**src/rtl/seven_seg_pkg.sv**
```systemverilog
// Shared encodings and the hex-to-segment table for the seven-segment scan driver.
package seven_seg_pkg;

    typedef enum logic {
        GAP  = 1'b0,
        SHOW = 1'b1
    } state_e;

    localparam logic [6:0] SEG_BLANK = 7'h7F;
    localparam logic [3:0] AN_OFF    = 4'hF;

    // Active-low {g,f,e,d,c,b,a} patterns, entry 0 is the rightmost element.
    localparam logic [15:0][6:0] HEX_SEG = {
        7'h0E, 7'h06, 7'h21, 7'h46, 7'h03, 7'h08, 7'h10, 7'h00,
        7'h78, 7'h02, 7'h12, 7'h19, 7'h30, 7'h24, 7'h79, 7'h40
    };

endpackage

```
**src/rtl/hex_to_seg.sv**
```systemverilog
// Combinational nibble to active-low seven-segment decoder.
module hex_to_seg
    import seven_seg_pkg::*;
(
    input  logic [3:0] nib_i,
    output logic [6:0] seg_o
);

    assign seg_o = HEX_SEG[nib_i];

endmodule

```
**src/rtl/seven_seg_scan.sv**
```systemverilog
// Four-anode time-multiplexed seven-segment driver with per-frame snapshot,
// inter-digit dark gaps and optional leading-zero blanking.
module seven_seg_scan
    import seven_seg_pkg::*;
#(
    parameter int DIV     = 50000,
    parameter int GAP_CYC = 500
) (
    input  logic        clk,
    input  logic        rst,
    input  logic [11:0] data_in,
    input  logic        lz_blank,
    output logic [6:0]  seg,
    output logic [3:0]  an,
    output logic        dp
);

    localparam int MAXC = (DIV > GAP_CYC) ? DIV : GAP_CYC;
    localparam int CW   = (MAXC > 1) ? $clog2(MAXC) : 1;
    localparam logic [CW-1:0] GAP_LAST  = CW'(GAP_CYC - 1);
    localparam logic [CW-1:0] SHOW_LAST = CW'(DIV - 1);

    state_e      state_q, state_d;
    logic [CW-1:0] cnt_q, cnt_d;
    logic [1:0]  idx_q, idx_d;
    logic [11:0] snap_q, snap_d;
    logic        lz_q, lz_d;
    logic [3:0]  an_q, an_d;
    logic [6:0]  seg_q, seg_d;

    logic [3:0]  nib;
    logic        blank;
    logic [6:0]  dec_seg;

    always_comb begin
        state_d = state_q;
        cnt_d   = cnt_q + 1'b1;
        idx_d   = idx_q;
        snap_d  = snap_q;
        lz_d    = lz_q;
        case (state_q)
            GAP: begin
                if (cnt_q == GAP_LAST) begin
                    cnt_d   = '0;
                    state_d = SHOW;
                end
            end
            SHOW: begin
                if (cnt_q == SHOW_LAST) begin
                    cnt_d   = '0;
                    state_d = GAP;
                    idx_d   = idx_q + 2'd1;
                    // Frame boundary: latch the next frame's digits atomically.
                    if (idx_q == 2'd3) begin
                        snap_d = data_in;
                        lz_d   = lz_blank;
                    end
                end
            end
        endcase
    end

    // Whenever the next state is SHOW, idx and snap are not changing on this
    // edge, so the slot contents can be decoded from the current registers.
    always_comb begin
        nib   = snap_q[3:0];
        blank = 1'b0;
        an_d  = AN_OFF;
        case (idx_q)
            2'd0: begin
                an_d = 4'b1110;
                nib  = snap_q[3:0];
            end
            2'd1: begin
                an_d  = 4'b1101;
                nib   = snap_q[7:4];
                blank = lz_q && (snap_q[11:4] == 8'h00);
            end
            2'd2: begin
                an_d  = 4'b1011;
                nib   = snap_q[11:8];
                blank = lz_q && (snap_q[11:8] == 4'h0);
            end
            default: begin
                an_d  = AN_OFF;
                blank = 1'b1;
            end
        endcase
        seg_d = blank ? SEG_BLANK : dec_seg;
        if (state_d != SHOW) begin
            an_d  = AN_OFF;
            seg_d = SEG_BLANK;
        end
    end

    hex_to_seg u_dec (
        .nib_i (nib),
        .seg_o (dec_seg)
    );

    always_ff @(posedge clk) begin
        if (rst) begin
            state_q <= GAP;
            cnt_q   <= '0;
            idx_q   <= 2'd0;
            snap_q  <= 12'h000;
            lz_q    <= 1'b0;
            an_q    <= AN_OFF;
            seg_q   <= SEG_BLANK;
        end else begin
            state_q <= state_d;
            cnt_q   <= cnt_d;
            idx_q   <= idx_d;
            snap_q  <= snap_d;
            lz_q    <= lz_d;
            an_q    <= an_d;
            seg_q   <= seg_d;
        end
    end

    assign an  = an_q;
    assign seg = seg_q;
    assign dp  = 1'b1;

endmodule

```
**config.mk**
```make
export PLATFORM = sky130hd
export DESIGN_NAME = seven_seg_scan
export DESIGN_NICKNAME = d
export VERILOG_FILES = /design/src/rtl/seven_seg_pkg.sv /design/src/rtl/hex_to_seg.sv /design/src/rtl/seven_seg_scan.sv
export SDC_FILE = /design/constraint.sdc
export NUM_CORES = 1
export LEC_CHECK = 0
export ABC_AREA = 1
export CAP_MARGIN = 0
export CORE_ASPECT_RATIO = 1.5
export CORE_MARGIN = 4
export CORE_UTILIZATION = 57
export DETAILED_ROUTE_END_ITERATION = 12
export MAX_ROUTING_LAYER = met4
export PLACE_DENSITY = 0.81
export SLEW_MARGIN = 10
export SYNTH_ARGS = -nofsm -noshare
export SYNTH_HDL_FRONTEND = slang
export SYNTH_SLANG_ARGS = --single-unit
```
**constraint.sdc**
```tcl
create_clock -name clk -period 6.46 [get_ports clk]
set_clock_uncertainty 0.2 [all_clocks]
set_input_delay 1.938 -clock clk [delete_from_list [all_inputs] [get_ports clk]]
set_output_delay 1.938 -clock clk [all_outputs]
set_load 0.02 [all_outputs]
```
==> impl_metrics.json <==
{
  "clkSinkCount": 42,
  "cts_tree": "done",
  "synth.yosys.seq_area_share_pct": 38.3,
  "syn_inst": 324,
  "critPathMaxStageDelay_ns": 0.56,
  "vias": 1900,
  "max-cap-violations": 0,
  "multi_input_area_um2": 1170,
  "wire_per_inst_um": 10.6,
  "detail-route-antenna-nets": 0,
  "cts_buffer_depth": 2,
  "hold_viol": 0,
  "start_kind": "input port",
  "place.port_buffers": 24,
  "ys_types": 28,
  "track_usage_pct": 19.5,
  "htree_levels": 2,
  "holdWs_ns": 0.258,
  "grt_pass1_vias": 1823,
  "hpwl_um": 3190,
  "grt_pass1_wl_um": 7390,
  "yosys_register_bits": 42,
  "cp.arrival_ns": 3.56,
  "n_antenna_cell": 0,
  "via_per_inst": 4.85,
  "worstPathCellList": "clkdlybuf4s50_1, clkinv_1, nand3_1, nor2_1",
  "fin_crit_ns": 3.58,
  "core_area_um2": 3680,
  "irDropWorstVdd_mv": 0.173,
  "dieArea_um2": 4930,
  "r2r_slack_ns": 4.12,
  "clk_latency_ns": 0.30,
  "grt_max_degree": 27,
  "finalWeightedCongestion": 0.855,
  "critPathMaxFanout": 17,
  "post-route-period-util_pct": 55.4,
  "clk_pin_slew_ns": 0.08,
  "ios": 27,
  "power_leakage_uw": 0.00118,
  "postCtsResizedCells": 0,
  "setup_viol": 0,
  "worst-setup-path-type": "in -> reg",
  "tns_ns": 0,
  "dr.first_iter.drc_count": 71,
  "netlist_area_um2": 2200,
  "syn_area_per_cell_um2": 6.78,
  "drive_above_1_share_pct": 4.87,
  "status": "finished clean",
  "post-route-drc-count": 0,
  "end_kind": "flip-flop",
  "cts-buffers-inserted": 5,
  "die_h_um": 84.0,
  "final_nets": 375,
  "clockRootBuffer": "clkbuf_8",
  "yosys_warnings": 0,
  "crit_required_ns": 6.44,
  "rsz0062_at_grt": "no",
  "powerDensity_nw_per_um2": 189,
  "antenna_found_initial": 0,
  "yosysTopAreaCell": "dfxtp_1",
  "fmax_mhz": 279,
  "initial_core_util_pct": 59.6,
  "regArea_um2": 841,
  "crit_buf_inv": 2,
  "fill_cells": 333,
  "cp_top_family": "buffers and inverters",
  "hp-class": "reg -> reg",
  "firstDrtPassIters": 4,
  "grt_remaining_overflow": 0,
  "postCtsHoldBufs": 0,
  "worst_path_max_delay_cell": "clkdlybuf4s50_1",
  "slew_viol_final": 0,
  "wl_um": 4170,
  "synth_area_leaders": "dfxtp_1 38%, nand2_1 18%, nor2_1 11%, ha_1 6.8%, inv_1 6.0%",
  "post_cts_buffers": 0,
  "synth_top_area_share_pct": 38.3,
  "syn2layout_area_growth_pct": 16.1,
  "rows": 27,
  "die_w_um": 58.7
}
worst reg2reg max path: stages, from the launching register on:
cell and delay, ns:
dfxtp_1 0.37, inv_1 0.11, ha_1 0.41, inv_1 0.14, nand2_1 0.06, nand2_1 0.15
inv_1 0.12, ha_1 0.24, nand2_1 0.11, o21ai_0 0.09, nand2_1 0.06, nand2_1 0.06
inv_1 0.05, nand2_1 0.05
power breakdown:
group          switching, µW  leakage (µW)  total [µW]  internal [µW]
clock network           90.3     0.0000514         206            115
logic                   6.95      0.000793        15.9           8.94
registers               1.37      0.000339         262            260
total                   98.6       0.00118         483            384
state kept, by name, summed over array words and instances, names as in the netlist:
name	flops
idx_q	2
an	3
lz_q	1
seg	7
state_q	1
cnt_q	16
snap_q	12
final cells by class:
type                            instances  share of cell area, %
Clock buffer                            6                   2.85
Clock inverter                          2                   1.47
Inverter                               37                   5.45
Multi-Input combinational cell        238                   45.7
Sequential cell                        42                   33.0
Tap cell                               43                   2.11
Timing Repair Buffer                   24                   9.42
path summary, 6_finish.rpt:
| check | startpoint | to | cells after the start |
|---|---|---|---|
| worst max-delay path | rst | cnt_q[15]$_SDFF_PP0_ | 4 |
| worst min-delay path | cnt_q[0]$_SDFF_PP0_ | cnt_q[0]$_SDFF_PP0_ | 1 |
| worst max register to register | idx_q[0]$_SDFFE_PP0P_ | seg[0]$_SDFF_PP1_ | 13 |
| worst min register to register | cnt_q[0]$_SDFF_PP0_ | cnt_q[0]$_SDFF_PP0_ | 1 |
cell families (layout without fill, tap and decap cells):
| kind of cell | after synthesis | in the layout | synth area share, % |
|---|---|---|---|
| adder cells (fa/ha/maj) | 12 | 12 | 6.84 |
| flip-flops | 42 | 42 | 38.3 |
| AO/OA/AOI/OAI | 12 | 12 | 3.02 |
| buffers and inverters | 45 | 69 | 8.77 |
| other | 1 | 2 | 0.171 |
| XOR/XNOR | 10 | 10 | 3.99 |
| AND/OR/NAND/NOR | 202 | 202 | 38.9 |
cells in the final DEF (no fill, tap or decap), types with 4 or more instances in the layout:
cell | Yosys | final
o21ai_0 | 5 | 5
nand3_1 | 15 | 15
a21oi_1 | 4 | 4
ha_1 | 12 | 12
clkbuf_8 | 0 | 5
xor2_1 | 8 | 8
clkdlybuf4s50_1 | 0 | 24
nor2_1 | 66 | 66
dfxtp_1 | 42 | 42
nor3_1 | 4 | 4
nand2_1 | 106 | 106
inv_1 | 35 | 35
through the flow:
stage	total power, µW	instances	utilization, %	cell area (µm²)	setup WS, ns
final	483	392	69.2	2550	2.88
after global routing	499	392	69.2	2550	2.71
after CTS	488	392	69.2	2550	2.86
after detailed placement	283	384	66.3	2440	2.54
after global placement	283	384	66.3	2440	2.57
after floorplan	275	325	-	2200	3.73
cells in the mapped netlist, drive strengths merged:
master,count
nand2,109
nor2,69
dfxtp,42
inv,36
nand3,17
ha,12
xor2,8
buf,7
o21ai,5
a21oi,4
nor3,4
nand4,2
xnor2,2
clkbuf,1
clkinv,1
conb,1
o211ai,1
o21bai,1
o22ai,1
or2,1
routing by layer:
layer	GRT usage [%]	wire, µm	vias to the layer above
li1	-	-	1018
met1	19.7	1660	832
met3	4.33	164	14
met5	-	0	-
met4	9.28	146	0
met2	34.4	2200	36
Note: power is estimated with default switching activity, not from simulation.
